**config.mk**
```make
export PLATFORM = sky130hd
export DESIGN_NAME = spi_master_ms_flat
export DESIGN_NICKNAME = d
export VERILOG_FILES = /design/src/rtl/spi_master_ms_if.sv /design/src/rtl/spi_master_ms.sv /design/src/flat_wrapper.sv
export SDC_FILE = /design/constraint.sdc
export NUM_CORES = 1
export LEC_CHECK = 0
export BUFFER_PORTS_ARGS = -buffer_cell sky130_fd_sc_hd__buf_2
export CAP_MARGIN = 20
export CORE_ASPECT_RATIO = 1.25
export CORE_MARGIN = 2
export CORE_UTILIZATION = 51
export CTS_BUF_LIST = sky130_fd_sc_hd__clkbuf_4 sky130_fd_sc_hd__clkbuf_8 sky130_fd_sc_hd__clkbuf_16
export DETAILED_ROUTE_END_ITERATION = 6
export GPL_TIMING_DRIVEN = 0
export PLACE_DENSITY = 0.87
export SETUP_SLACK_MARGIN = 0.1
export SLEW_MARGIN = 0
export SYNTH_ARGS = -nofsm -noshare
export SYNTH_HDL_FRONTEND = slang
export SYNTH_SLANG_ARGS = --single-unit
```
**constraint.sdc**
```tcl
create_clock -name clk -period 2.9 [get_ports clk]
set_clock_uncertainty 0.1 [all_clocks]
set_input_delay 0.145 -clock clk [delete_from_list [all_inputs] [get_ports clk]]
set_output_delay 0.145 -clock clk [all_outputs]
set_load 0.01 [all_outputs]
```
**src/rtl/spi_master_ms_if.sv**
```systemverilog
// spi_master_ms_if: SPI bus lines shared by the master and its slaves
interface spi_master_ms_if #(parameter int NSS = 4);
   logic sclk, mosi, miso;
   logic [NSS-1:0] ss_n;
   modport master (output sclk, mosi, ss_n, input miso);
   modport slave (input sclk, mosi, ss_n, output miso);
endinterface

```
**src/rtl/spi_master_ms.sv**
```systemverilog
// spi_master_ms: SPI master (modes 0-3, MSB/LSB first, multi-slave select with hold); define SPI_LOOPBACK_EN to add a loopback input
module spi_master_ms #(
   parameter int DW = 8,
   parameter int NSS = 4,
   localparam int SW = NSS > 1 ? $clog2(NSS) : 1
) (
   input  logic clk,
   input  logic reset,
   input  logic [DW-1:0] din,
   input  logic [15:0] dvsr,
   input  logic start,
   input  logic cpol,
   input  logic cpha,
   input  logic lsb_first,
   input  logic [SW-1:0] ss_sel,
   input  logic ss_hold,
`ifdef SPI_LOOPBACK_EN
   input  logic loopback,
`endif
   output logic [DW-1:0] dout,
   output logic spi_done_tick,
   output logic ready,
   spi_master_ms_if.master spi
);
   localparam int IW = $clog2(DW);
   typedef enum logic [1:0] {IDLE, SETUP, P0, P1} state_t;
   state_t state, state_nx;
   logic [15:0] cnt;
   logic [IW-1:0] idx;
   logic [DW-1:0] tx, rx;
   logic [SW-1:0] sel;
   logic cpol_r, cpha_r, lsb_r, hold_r, held;
   logic tick, skip, last, cp, ch, in_bit;
   assign ready = state == IDLE;
   assign tick = cnt >= dvsr;
   assign skip = held && sel == ss_sel;
   assign last = idx == IW'(DW - 1);
   assign cp = ready ? cpol : cpol_r;
   assign ch = ready ? cpha : cpha_r;
`ifdef SPI_LOOPBACK_EN
   assign in_bit = loopback ? spi.mosi : spi.miso;
`else
   assign in_bit = spi.miso;
`endif
   assign state_nx = ready ? (start ? (skip ? P0 : SETUP) : IDLE)
                   : !tick ? state
                   : state == SETUP ? P0
                   : state == P0 ? P1
                   : last ? IDLE : P0;
   // tx is stored in transmit order so the bit index addresses it directly
   always_ff @(posedge clk or posedge reset)
      if (reset) begin
         state <= IDLE;
         cnt <= '0;
         idx <= '0;
         tx <= '0;
         rx <= '0;
         sel <= '0;
         cpol_r <= 1'b0;
         cpha_r <= 1'b0;
         lsb_r <= 1'b0;
         hold_r <= 1'b0;
         held <= 1'b0;
         dout <= '0;
         spi_done_tick <= 1'b0;
         spi.sclk <= 1'b0;
         spi.mosi <= 1'b0;
         spi.ss_n <= '1;
      end else begin
         state <= state_nx;
         spi_done_tick <= 1'b0;
         spi.sclk <= (state_nx == IDLE || state_nx == SETUP) ? cp : cp ^ (ch ? state_nx == P0 : state_nx == P1);
         cnt <= (ready || tick) ? '0 : cnt + 16'd1;
         if (ready) begin
            if (start) begin
               tx <= lsb_first ? din : {<<{din}};
               sel <= ss_sel;
               cpol_r <= cpol;
               cpha_r <= cpha;
               lsb_r <= lsb_first;
               hold_r <= ss_hold;
               idx <= '0;
               spi.mosi <= lsb_first ? din[0] : din[DW-1];
               if (!skip) spi.ss_n <= ~(NSS'(1) << ss_sel);
            end
         end else if (tick) begin
            if (state == P0) rx <= lsb_r ? {in_bit, rx[DW-1:1]} : {rx[DW-2:0], in_bit};
            if (state == P1) begin
               if (last) begin
                  dout <= rx;
                  spi_done_tick <= 1'b1;
                  held <= hold_r;
                  if (!hold_r) spi.ss_n <= '1;
               end else begin
                  idx <= idx + 1'b1;
                  spi.mosi <= tx[idx + IW'(1)];
               end
            end
         end
      end
endmodule
```
**src/flat_wrapper.sv**
```systemverilog
// flat-port wrapper written by rule: the top's interface ports become plain ports
module spi_master_ms_flat 
#(
   parameter int DW = 8,
   parameter int NSS = 4,
   localparam int SW = NSS > 1 ? $clog2(NSS) : 1
)
  (clk, reset, din, dvsr, start, cpol, cpha, lsb_first, ss_sel, ss_hold, dout, spi_done_tick, ready, spi_sclk, spi_mosi, spi_ss_n, spi_miso);
  spi_master_ms_if #(.NSS(NSS)) spi_i ();
  input  logic clk;
  input  logic reset;
  input  logic [DW-1:0] din;
  input  logic [15:0] dvsr;
  input  logic start;
  input  logic cpol;
  input  logic cpha;
  input  logic lsb_first;
  input  logic [SW-1:0] ss_sel;
  input  logic ss_hold;
  output logic [DW-1:0] dout;
  output logic spi_done_tick;
  output logic ready;
  output wire logic [$bits(spi_i.sclk)-1:0] spi_sclk;
  output wire logic [$bits(spi_i.mosi)-1:0] spi_mosi;
  output wire logic [$bits(spi_i.ss_n)-1:0] spi_ss_n;
  input wire logic [$bits(spi_i.miso)-1:0] spi_miso;
  assign spi_sclk = spi_i.sclk;
  assign spi_mosi = spi_i.mosi;
  assign spi_ss_n = spi_i.ss_n;
  assign spi_i.miso = spi_miso;
  spi_master_ms #(.DW(DW), .NSS(NSS)) u_core (.clk(clk), .reset(reset), .din(din), .dvsr(dvsr), .start(start), .cpol(cpol), .cpha(cpha), .lsb_first(lsb_first), .ss_sel(ss_sel), .ss_hold(ss_hold), .dout(dout), .spi_done_tick(spi_done_tick), .ready(ready), .spi(spi_i));
endmodule
```
==> results_dict.tcl <==
set metrics [dict create \
    synthDistinctLibCells 42 \
    finalCritPeriodShare_pct 98.96 \
    maxCapViolations 0 \
    grt_max_degree 32 \
    drc_errors 0 \
    synth_area_sq_um 3211 \
    grt_use_total_pct 21.13 \
    cp-start-kind "flip-flop" \
    async_reset_ff_share_pct 100.0 \
    synthesis.nets 350 \
    placed_cell_area_sq_um 3577 \
    crit_buf_inv 3 \
    p_clk_share_pct 31.3 \
    powerDensity_nw_per_um2 607.0 \
    power_frac_comb_pct 24.4 \
    met2_length_um 3574 \
    crit_required_ps 3060 \
    fin_util_pct 64.52 \
    first_iter_violations 119 \
    power_frac_seq_pct 44.2 \
    via_count 2477 \
    area_growth_pct 23.11 \
    placed_cells 431 \
    worstPathMaxFanout 6 \
    status "finished clean" \
    io_pins 50 \
    cts_tree "built" \
    die_w_um 74.97 \
    layout.nets 420 \
    period_minus_slack_ps 2870 \
    coreArea_sq_um 6126 \
    cpMaxStageDelayCell "or4b_4" \
    cts_sinks 59 \
    grt_pass1_vias 2573 \
    fmax_mhz 348.5 \
    avgRoutedWirePerCell_um 14.56 \
    antenna_left 0 \
    path_class "reg2reg" \
    antenna_found_initial 0 \
    synth_seq_cells 59 \
    diodes 0 \
    wl_met1_um 2730 \
    rsz0062_at_grt "yes" \
    dr_wl_met3_um 199 \
    clk_path_buf_depth 2 \
    synth_edf_count 0 \
    top_layer "met4" \
    cts_buffers 9 \
    cts-root-buf "clkbuf_8" \
    row_count 32 \
    swShare_pct 30.02 \
    htreeDepth 3 \
    crit_arrival_ps 3030 \
    fill_cells 451 \
    path_common_cell "buf_6" \
    avgSynthCellArea_sq_um 10.81 \
    clk-insertion-delay-late_ps 340 \
    dr.pass1.iters 4 \
    peakVddDrop_v 0.0003863 \
    drt_wl_total_um 6656 \
    slowest_delay_ps 560 \
    grt_pass1_wl_um 11200 \
    endpoint_kind "flip-flop" \
    via_per_inst 5.420 \
    ys_seq_area_share_pct 46.14 \
    path_cells "inv_1 -> ha_1 -> nand2b_4 -> a2111oi_4 -> a2111oi_2 -> or4b_4 -> buf_6 -> or2_1 -> buf_6 -> a21boi_4 -> mux2_4" \
    portBuffers 48 \
    finalMaxSlewViolations 0 \
    initial_core_util_pct 52.41 \
    hold_violations 0 \
    hold_slack_ps 14.89 \
    total_power_uw 2399 \
    p_leak_uw 0.001976 \
    synth_flop_cell "dfrtp_1" \
    cp_top_family "simple AND/OR/NAND/NOR gates" \
    place.gp.congestion 0.8976 \
    fin_area_sq_um 3953 \
    die_h_um 92.71 \
    power.internal_uw 1679 \
    switchingPower_uw 720.2 \
    overflow 0 \
    clkTransAtPathRegs_ps 70 \
    fin_cells 457 \
    ys.warnings.count 0 \
    min_path_type "in2reg" \
    hpwl_um 4641 \
    die_area_sq_um 6950 \
    drive_gt1_share_pct 32.53 \
    relSlewSlack_pct 42.47 \
    setup_viol 0 \
    synth_cells 297 \
    tightest_slew_ps 856.4 \
]
## cell type report
type                    instances  area [sq um]  area share, %
flip-flops and latches         59          1481          37.48
plain buffers                  13         76.32          1.931
clock inverters                 7         77.57          1.963
multi-input cells             203          1659          41.98
repair buffers                 59         345.3          8.737
well taps                      85         106.4          2.691
clock buffers                   9         123.9          3.134
inverters                      22         82.58          2.089
## sequential cells by signal, summed over array words and instances, names as in the netlist, 2 cells and up
register / count
u_core.rx: 8
u_core.state: 2
u_core.dout: 8
u_core.cnt: 16
u_core.tx: 8
u_core.sel: 2
u_core.idx: 3
u_core.spi.ss_n: 4
## tightest hold or removal path: stages
cell and delay [ps]:
buf_2 80, mux2i_1 60, a21oi_1 130
## Yosys cell counts (all sizes together) (2+ instances only)
library cell	number	area share (%)
a2111oi	2	1.1
a211oi	3	0.70
a21boi	2	0.82
a21o	2	0.47
a21oi	27	4.2
and3	8	1.6
and4	2	0.55
buf	4	0.78
clkbuf	9	1.1
dfrtp	55	43
dfstp	4	3.3
ha	19	7.4
inv	22	2.6
mux2	22	8.2
mux2i	19	5.9
mux4	2	1.4
nand2	8	0.94
nand3	8	1.2
nand3b	5	1.2
nand4	2	0.39
nand4b	2	0.55
nor2	32	3.7
nor2b	3	0.58
nor3	3	0.47
o21ai	5	0.78
xnor2	8	2.2
xor2	9	2.5
## cell usage in the layout (no fill, tap or decap), types with 2 or more instances in the layout
| master | instances |
|---|---|
| inv_1 | 21 |
| nand4_1 | 2 |
| nand4b_1 | 2 |
| a21oi_1 | 26 |
| o21ai_0 | 5 |
| ha_1 | 19 |
| buf_6 | 3 |
| nand3_1 | 8 |
| a211oi_1 | 3 |
| a21o_1 | 2 |
| nor2_2 | 4 |
| clkbuf_1 | 7 |
| nand2_1 | 8 |
| a21boi_4 | 2 |
| nor2b_1 | 3 |
| nor2_1 | 25 |
| dfstp_2 | 4 |
| nor3_1 | 2 |
| clkbuf_8 | 9 |
| clkinv_4 | 3 |
| mux4_2 | 2 |
| xnor2_1 | 8 |
| mux2_2 | 16 |
| mux2_4 | 6 |
| xor2_1 | 9 |
| buf_2 | 48 |
| and3_1 | 8 |
| nand3b_1 | 5 |
| nor2_4 | 3 |
| dlygate4sd3_1 | 4 |
| dfrtp_1 | 55 |
| buf_4 | 7 |
| mux2i_1 | 19 |
## power by group through the flow
stage	sequential [uW]	clock, uW	combinational [uW]
after floorplan	1070	0	381
after global placement	1070	0	485
after detailed placement	1080	0	513
after CTS	1060	763	558
after global routing	1080	803	652
final	1060	752	586
## logic make-up (layout without fill, tap and decap cells)
kind of cell               after synthesis  in the layout  synth area share (%)
adders and majority gates               19             19                 7.405
AOI/OAI and AO/OA                       45             45                 9.081
and+or+nand+nor                         79             79                 12.82
muxes                                   43             43                 15.51
xor gates and xnor gates                17             17                 4.638
buffers and inverters                   35            110                 4.404
DFF                                     59             59                 46.14
## metal layers
layer / vias to the layer above / global-route usage [%]
li1: 1186 / -
met1: 1219 / 24.08
met2: 56 / 37.35
met3: 16 / 3.917
met4: 0 / 9.226
met5: - / 0
## what timing repair did
action,4_1_cts,5_1_grt
pin swaps,2,0
setup endpoints to repair,36,39
hold buffers,4,0
buffers inserted,4,3
gates resized for setup,11,18
hold endpoints to repair,27,0
## per-stage QoR
stage / TNS [ps] / setup slack [ps]
after floorplan: 0 / 107.7
after global placement: -2958 / -200.1
after detailed placement: -3203 / -221.7
after CTS: 0 / 10.78
after global routing: -413.5 / -81.02
final: 0 / 30.21
## final timing paths
path	cells after the start	slack, ps	startpoint	to
setup reg to reg	11	30	u_core.cnt[0]$_DFF_PP0_	u_core.spi.ss_n[1]$_DFFE_PP1P_
max in group asynchronous	4	1790	reset	u_core.sel[1]$_DFFE_PP0P_
hold reg to reg	1	400	u_core.dout[3]$_DFFE_PP0P_	u_core.dout[3]$_DFFE_PP0P_
min in group asynchronous	3	330	reset	u_core.spi_done_tick$_DFF_PP0_
hold / removal	3	10	din[2]	u_core.tx[2]$_DFFE_PP0P_
setup / recovery	11	30	u_core.cnt[0]$_DFF_PP0_	u_core.spi.ss_n[1]$_DFFE_PP1P_
Power figures use the tool's default switching activity.
